==> src/rtl/mod_dds_pkg.sv <==
// Shared types for the mod_dds segment sequencer: parameter word layout and FSM states.
package mod_dds_pkg;

   localparam int unsigned PW     = 256;
   localparam int unsigned FMOD_W = 18;
   localparam int unsigned AMOD_W = 16;
   localparam int unsigned POFF_W = 18;
   localparam int unsigned CTRL_W = 8;
   localparam int unsigned USED_W = 7 * FMOD_W + 2 * AMOD_W + POFF_W + CTRL_W;
   localparam int unsigned PAD_W  = PW - USED_W;

   // First member is the MSB; FMOD_C0 sits at bit 0, bits [255:184] are reserved
   typedef struct packed {
      logic [PAD_W-1:0]  pad;
      logic [CTRL_W-1:0] ctrl;
      logic [POFF_W-1:0] poff;
      logic [AMOD_W-1:0] amod_c1;
      logic [AMOD_W-1:0] amod_c0;
      logic [FMOD_W-1:0] fmod_g;
      logic [FMOD_W-1:0] fmod_c5;
      logic [FMOD_W-1:0] fmod_c4;
      logic [FMOD_W-1:0] fmod_c3;
      logic [FMOD_W-1:0] fmod_c2;
      logic [FMOD_W-1:0] fmod_c1;
      logic [FMOD_W-1:0] fmod_c0;
   } par_word_t;

   typedef enum logic [1:0] {
      S_IDLE,
      S_FETCH,
      S_RUN
   } state_t;

endpackage

==> src/rtl/mod_dds_seq_if.sv <==
// Command channel (address, duration) from the command FIFO into the sequencer.
interface mod_dds_seq_if #(
   parameter int unsigned AW = 10,
   parameter int unsigned BT = 16
) ();
   logic          cmd_valid;
   logic          cmd_ready;
   logic [AW-1:0] cmd_addr;
   logic [BT-1:0] cmd_len;

   modport master (output cmd_valid, cmd_addr, cmd_len, input cmd_ready);
   modport slave  (input cmd_valid, cmd_addr, cmd_len, output cmd_ready);
endinterface

==> src/rtl/mod_dds_fetch.sv <==
// Tracks outstanding table reads: a MEM_LAT-deep valid/tag pipe aligned with mem_dout.
module mod_dds_fetch #(
   parameter int unsigned MEM_LAT = 2
) (
   input  logic clk,
   input  logic rst,
   input  logic i_flush,
   input  logic i_vld,
   input  logic i_tag,
   output logic o_vld,
   output logic o_tag
);
   logic [MEM_LAT-1:0] r_vld;
   logic [MEM_LAT-1:0] r_tag;

   always_ff @(posedge clk) begin
      if (rst || i_flush) begin
         r_vld <= '0;
         r_tag <= '0;
      end else begin
         r_vld[0] <= i_vld;
         r_tag[0] <= i_tag;
         for (int i = 1; i < MEM_LAT; i++) begin
            r_vld[i] <= r_vld[i-1];
            r_tag[i] <= r_tag[i-1];
         end
      end
   end

   assign o_vld = r_vld[MEM_LAT-1];
   assign o_tag = r_tag[MEM_LAT-1];
endmodule

==> src/rtl/mod_dds_seq.sv <==
// Segment sequencer: fetches parameter words, runs the time base per segment and
// chains segments through a one-deep shadow slot.
module mod_dds_seq
   import mod_dds_pkg::*;
#(
   parameter int unsigned BT      = 16,
   parameter int unsigned AW      = 10,
   parameter int unsigned MEM_LAT = 2
) (
   input  logic             clk,
   input  logic             rst,
   mod_dds_seq_if.slave     cmd,
   input  logic             stop,
   output logic [AW-1:0]    mem_addr,
   input  logic [PW-1:0]    mem_dout,
   output logic [PW-1:0]    par_dout,
   output logic [BT-1:0]    t_out,
   output logic             busy,
   output logic             done
);
   state_t        r_state, w_state_n;
   par_word_t     r_par, w_par_n, r_sh_word, w_sh_word_n, w_mem_word;
   logic [BT-1:0] r_t, w_t_n, r_len, w_len_n, r_sh_len, w_sh_len_n;
   logic          r_sh_full, w_sh_full_n, r_sh_vld, w_sh_vld_n;
   logic [AW-1:0] r_mem_addr, w_mem_addr_n;
   logic          r_iss, w_iss_n, r_iss_tag, w_iss_tag_n;
   logic          r_busy, r_done, w_done_n;
   logic          w_ready, w_acc, w_last, w_ret_vld, w_ret_tag;

   // Ready depends on stop in the same cycle, so it cannot be registered
   assign w_ready    = ~rst & ~stop &
                       ((r_state == S_IDLE) | ((r_state == S_RUN) & ~r_sh_full));
   assign w_acc      = cmd.cmd_valid & w_ready & (cmd.cmd_len != '0);
   assign w_last     = (r_state == S_RUN) & (r_t == r_len - BT'(1));
   assign w_mem_word = par_word_t'(mem_dout);

   mod_dds_fetch #(.MEM_LAT(MEM_LAT)) u_fetch (
      .clk     (clk),
      .rst     (rst),
      .i_flush (stop),
      .i_vld   (r_iss),
      .i_tag   (r_iss_tag),
      .o_vld   (w_ret_vld),
      .o_tag   (w_ret_tag)
   );

   always_ff @(posedge clk) begin
      if (rst) begin
         r_state    <= S_IDLE;
         r_par      <= '0;
         r_t        <= '0;
         r_len      <= '0;
         r_sh_full  <= 1'b0;
         r_sh_vld   <= 1'b0;
         r_sh_word  <= '0;
         r_sh_len   <= '0;
         r_mem_addr <= '0;
         r_iss      <= 1'b0;
         r_iss_tag  <= 1'b0;
         r_busy     <= 1'b0;
         r_done     <= 1'b0;
      end else begin
         r_state    <= w_state_n;
         r_par      <= w_par_n;
         r_t        <= w_t_n;
         r_len      <= w_len_n;
         r_sh_full  <= w_sh_full_n;
         r_sh_vld   <= w_sh_vld_n;
         r_sh_word  <= w_sh_word_n;
         r_sh_len   <= w_sh_len_n;
         r_mem_addr <= w_mem_addr_n;
         r_iss      <= w_iss_n;
         r_iss_tag  <= w_iss_tag_n;
         r_busy     <= (w_state_n != S_IDLE);
         r_done     <= w_done_n;
      end
   end

   always_comb begin
      w_state_n    = r_state;
      w_par_n      = r_par;
      w_t_n        = r_t;
      w_len_n      = r_len;
      w_sh_full_n  = r_sh_full;
      w_sh_vld_n   = r_sh_vld;
      w_sh_word_n  = r_sh_word;
      w_sh_len_n   = r_sh_len;
      w_mem_addr_n = w_acc ? cmd.cmd_addr : r_mem_addr;
      w_iss_n      = w_acc;
      w_iss_tag_n  = (r_state == S_RUN);

      case (r_state)
         S_IDLE: begin
            w_par_n = '0;
            w_t_n   = '0;
            if (w_acc) begin
               w_len_n   = cmd.cmd_len;
               w_state_n = S_FETCH;
            end
         end
         S_FETCH: begin
            if (w_ret_vld) begin
               w_par_n   = w_mem_word;
               w_t_n     = '0;
               w_state_n = S_RUN;
            end
         end
         S_RUN: begin
            w_t_n = r_t + BT'(1);
            if (w_acc) begin
               w_sh_full_n = 1'b1;
               w_sh_len_n  = cmd.cmd_len;
            end
            if (w_ret_vld && w_ret_tag) begin
               w_sh_vld_n  = 1'b1;
               w_sh_word_n = w_mem_word;
            end
            // End of segment: chain from shadow, bypass returning data, or fall back
            if (w_last) begin
               w_t_n       = '0;
               w_sh_full_n = 1'b0;
               w_sh_vld_n  = 1'b0;
               if (r_sh_vld) begin
                  w_par_n = r_sh_word;
                  w_len_n = r_sh_len;
               end else if (w_ret_vld && w_ret_tag) begin
                  w_par_n = w_mem_word;
                  w_len_n = r_sh_len;
               end else if (r_sh_full) begin
                  w_par_n   = '0;
                  w_len_n   = r_sh_len;
                  w_state_n = S_FETCH;
               end else if (w_acc) begin
                  w_par_n   = '0;
                  w_len_n   = cmd.cmd_len;
                  w_state_n = S_FETCH;
               end else begin
                  w_par_n   = '0;
                  w_state_n = S_IDLE;
               end
            end
         end
         default: w_state_n = S_IDLE;
      endcase

      if (stop) begin
         w_state_n   = S_IDLE;
         w_par_n     = '0;
         w_t_n       = '0;
         w_sh_full_n = 1'b0;
         w_sh_vld_n  = 1'b0;
         w_iss_n     = 1'b0;
      end

      w_done_n = (w_state_n == S_RUN) && (w_t_n == w_len_n - BT'(1));
   end

   assign cmd.cmd_ready = w_ready;
   assign mem_addr      = r_mem_addr;
   assign par_dout      = r_par;
   assign t_out         = r_t;
   assign busy          = r_busy;
   assign done          = r_done;
endmodule

==> src/flat_wrapper.sv <==
// flat-port wrapper written by rule: the top's interface ports become plain ports
module mod_dds_seq_flat import mod_dds_pkg::*;
#(
   parameter int unsigned BT      = 16,
   parameter int unsigned AW      = 10,
   parameter int unsigned MEM_LAT = 2
)
  (clk, rst, stop, mem_addr, mem_dout, par_dout, t_out, busy, done, cmd_cmd_valid, cmd_cmd_addr, cmd_cmd_len, cmd_cmd_ready);
  mod_dds_seq_if #(.AW(AW), .BT(BT)) cmd_i ();
  input  logic clk;
  input  logic rst;
  input  logic stop;
  output logic [AW-1:0] mem_addr;
  input  logic [PW-1:0] mem_dout;
  output logic [PW-1:0] par_dout;
  output logic [BT-1:0] t_out;
  output logic busy;
  output logic done;
  input wire logic [$bits(cmd_i.cmd_valid)-1:0] cmd_cmd_valid;
  input wire logic [$bits(cmd_i.cmd_addr)-1:0] cmd_cmd_addr;
  input wire logic [$bits(cmd_i.cmd_len)-1:0] cmd_cmd_len;
  output wire logic [$bits(cmd_i.cmd_ready)-1:0] cmd_cmd_ready;
  assign cmd_i.cmd_valid = cmd_cmd_valid;
  assign cmd_i.cmd_addr = cmd_cmd_addr;
  assign cmd_i.cmd_len = cmd_cmd_len;
  assign cmd_cmd_ready = cmd_i.cmd_ready;
  mod_dds_seq #(.BT(BT), .AW(AW), .MEM_LAT(MEM_LAT)) u_core (.clk(clk), .rst(rst), .cmd(cmd_i), .stop(stop), .mem_addr(mem_addr), .mem_dout(mem_dout), .par_dout(par_dout), .t_out(t_out), .busy(busy), .done(done));
endmodule
==> config.mk <==
export PLATFORM = sky130hd
export DESIGN_NAME = mod_dds_seq_flat
export DESIGN_NICKNAME = d
export VERILOG_FILES = /design/src/rtl/mod_dds_pkg.sv /design/src/rtl/mod_dds_seq_if.sv /design/src/rtl/mod_dds_fetch.sv /design/src/rtl/mod_dds_seq.sv /design/src/flat_wrapper.sv
export SDC_FILE = /design/constraint.sdc
export NUM_CORES = 1
export LEC_CHECK = 0
export CAP_MARGIN = 20
export CORE_MARGIN = 1.5
export CORE_UTILIZATION = 40
export DETAILED_ROUTE_END_ITERATION = 16
export PLACE_DENSITY_LB_ADDON = 0.08
export SLEW_MARGIN = 5
export SYNTH_ARGS = -nofsm -noshare
export SYNTH_HDL_FRONTEND = slang
export SYNTH_SLANG_ARGS = --single-unit
==> constraint.sdc <==
create_clock -name clk -period 5.22 [get_ports clk]
set_input_delay 1.566 -clock clk [delete_from_list [all_inputs] [get_ports clk]]
set_output_delay 1.566 -clock clk [all_outputs]
set_load 0.02 [all_outputs]
==> summary.txt <==
Yosys
  – Synthesized area per cell: about 7.9 um2
  – Ys flop type: dfxtp_1
  – Seq cells post-synth: 582
  – Top post-synthesis cells by count: 838 x nand2_1, 582 x dfxtp_1, 551 x a21oi_1
  – Synth top area cells: dfxtp_1 46%, nand2_1 12%, a21oi_1 11%
  – Cell Area, Synth: about 25000 um2
  – Synth Net Count: approximately 3500
  – Synthesized instance count: 3206
  – Asr flop ratio synth: 0%
  – Sequential area share after synthesis: between 40% and 50%
  – Largest area contributor in the netlist: dfxtp_1
  – Post-synthesis cell type count: 85
  – Top cell type's share of synthesized area: between 40% and 50%
  – Most common cell in the netlist: nand2_1
  – Yosys warns: 0
  – Post-synth EDFFs: 0

Floorplan
  – Core box area: a little over 60000 um2
  – Die Width: about 250 um
  – IO Pins: ~570
  – Die area: around 65000 um2
  – Die H: ~250 um
  – Row cnt: around 90
  – Starting Density: 40.7%

Power
  – Net switching power: 2.36 mW
  – Gate power share: approximately 8%
  – Power density cells: between 200 and 300 nW/um2
  – Peak VDD IR: 0.219 mV
  – Clock power share: 47.0%
  – Internal power: about 7.6 mW
  – P_leak: 11.3 nW
  – Reg power frac: between 40% and 50%
  – Switching Fraction: 23.7%

Placement
  – Placement Setup Slack: -0.164 ns
  – Port Buffers: 570
  – GPL Wtd Cong: roughly 0.9
  – Placed cells: ~4400
  – Final HPWL DP: roughly 63000 um

Route
  – Vias per cell: around 5.6
  – WL final: roughly 98000 um
  – M1 WL: approximately 40000 um
  – 1st-iter DRT viols: about 2200
  – Post-route ant nets: 0
  – First drt pass iteration count: 8
  – Via count: 25400
  – DRC errors left: 0
  – Top Layer Used: met5
  – Metal3 WL: between 7000 and 8000 um
  – Routed wl met2: roughly 47000 um
  – Routed len/inst: roughly 21 um

Critical path
  – WP data arrival: about 5.5 ns
  – Worst Setup End Kind: flop
  – CP Buf/Inv Count: 3
  – Worst-path maximum fanout: 9
  – Crit path max-delay family: simple AND/OR/NAND/NOR gates
  – Critical path class: flop to flop
  – CP cell instances: inv_1, ha_2, nor4b_4, nand4_1, xnor2_1, a2111oi_4, nand4_2, nor3_2, buf_6, mux2i_2, ha_2, or3b_2, mux2_4, and4bb_4, and2b_4, buf_4, nand2_1, o31ai_1, nand4_1, a221oi_2
  – Critical Path Start Type: flop
  – Worst Path Required: 5.73 ns
  – Crit-path slowest cell: or3b_2
  – Max incr delay on CP: 0.44 ns

Final layout
  – Share of layout cells above drive strength 1: about 7.0%
  – Non-filler cells in the finished layout: between 4000 and 5000
  – Final nets: 3946
  – Area Growth Syn to Fin: 35.2%

STA
  – RSZ-0062 raised after global routing: false
  – Worst Max-Slew Pin Slew: around 1.3 ns
  – Rel. slew slack: approximately 16%
  – # setup viols final: 0
  – Post-route worst setup slack: approximately 0.27 ns
  – Worst Skew: about 0.033 ns
  – Final period utilization: around 95%
  – Setup TNS: 0 ns
  – Final hold vios: 0
  – Fmax: approximately 200 MHz
  – Max-slew violation count: 0
  – Final min period: 4.95 ns

Job
  – Number of max-cap violations: 0

CTS
  – Clock root cell: clkbuf_16
  – Clk_lat worst skew: between 0.6 and 0.7 ns
  – Clk pin slew, worst setup/hold paths: around 0.060 ns
  – # H-tree levels: 3
  – CTS Buf Count: 67
  – CTS tree: done
  – Sink Count: slightly below 600
  – Post-CTS Setup Repair Bufs: 0
  – CTS Buffer Depth: 3

GRT
  – Global route overflow: 0
  – First-pass GRT wire length: 145000 um
  – Vias in the first global route: approximately 24000
  – GRT Util Overall: between 20% and 30%
  – Largest net degree at the start of global routing: approximately 210
  – Initial antenna violation count: 25

Worst hold path
  – HP Class: flop to flop

Status
  – Run status: finished, final reports clean
per-stage QoR:
step	hold WS (ns)	area [um2]	utilization, %	total power, mW
floorplan	0.406	25300	-	4.92
global placement	0.414	31900	51.5	5.35
detailed placement	0.422	31900	51.5	5.36
CTS	0.436	34100	54.9	10.0
global route	0.443	34100	55.0	10.3
finish	0.436	34200	55.0	9.93
worst paths after layout:
check / start / end / slack (ns) / cells past startpoint
max: u_core.r_len[1] / u_core.done / 0.27 / 20
min reg2reg: u_core.r_iss / u_core.u_fetch.r_vld[0] / 0.44 / 1
min: u_core.r_iss / u_core.u_fetch.r_vld[0] / 0.44 / 1
max reg2reg: u_core.r_len[1] / u_core.done / 0.27 / 20
power by group through the flow:
stage	clock [mW]	combinational [mW]	sequential, mW
2_1_floorplan	0	0.365	4.56
3_3_place_gp	0	0.792	4.56
3_5_place_dp	0	0.796	4.56
4_1_cts	4.76	0.800	4.46
5_1_grt	4.94	0.857	4.46
6_report	4.67	0.804	4.46
state kept, by name, indices dropped and copies added, names as in the netlist:
name	count
u_core.par_dout	256
u_core.r_sh_word	256
u_core.r_len	16
u_core.r_sh_len	16
u_core.t_out	16
u_core.mem_addr	10
u_core.r_state	2
u_core.u_fetch.r_tag	2
u_core.u_fetch.r_vld	2
u_core.busy	1
u_core.done	1
u_core.r_iss	1
u_core.r_iss_tag	1
u_core.r_sh_full	1
u_core.r_sh_vld	1
cell families (layout without fill, tap and decap cells):
| logic type | Yosys count | in the layout | synth area share, % |
|---|---|---|---|
| other | 0 | 19 | 0 |
| adder cells (fa/ha/maj) | 7 | 7 | 0.347 |
| AO/OA/AOI/OAI | 928 | 928 | 23.6 |
| flip-flops | 582 | 582 | 46.1 |
| AND/OR/NAND/NOR | 1305 | 1305 | 22.3 |
| multiplexers | 33 | 33 | 1.34 |
| buffers and inverters | 311 | 805 | 4.74 |
| XOR/XNOR | 40 | 40 | 1.50 |
metal layers:
metal	global-route usage (%)	vias up
met5	0	-
met4	12.2	20
met3	7.82	204
met2	47.9	871
met1	35.2	12300
li1	-	12100
placed cells by master, fill, tap and decap left out, types with 20 or more instances in the layout:
cell type and n:
nor2_1 74, mux2i_1 27, xor2_1 20, clkbuf_16 69
a22o_1 263, a21oi_1 551, clkdlybuf4s50_1 569, nand2_1 838
nand3_1 268, buf_4 88, dfxtp_1 582, o21ai_0 25
what timing repair did:
| item | 4_1_cts | 5_1_grt |
|---|---|---|
| resized for setup | 0 | 5 |
| setup endpoints to repair | 0 | 1 |
| hold buffers | 0 | 0 |
layout make-up:
class / count / area (um2)
flip-flops and latches: 582 / 11700
inverters: 15 / 56.3
fillers: 5686 / 27900
clock buffers: 103 / 2000
multi-input cells: 2313 / 12500
repair buffers: 674 / 6680
well taps: 837 / 1050
diodes: 19 / 47.5
clock inverters: 13 / 156
Note: power is estimated with default switching activity, not from simulation.
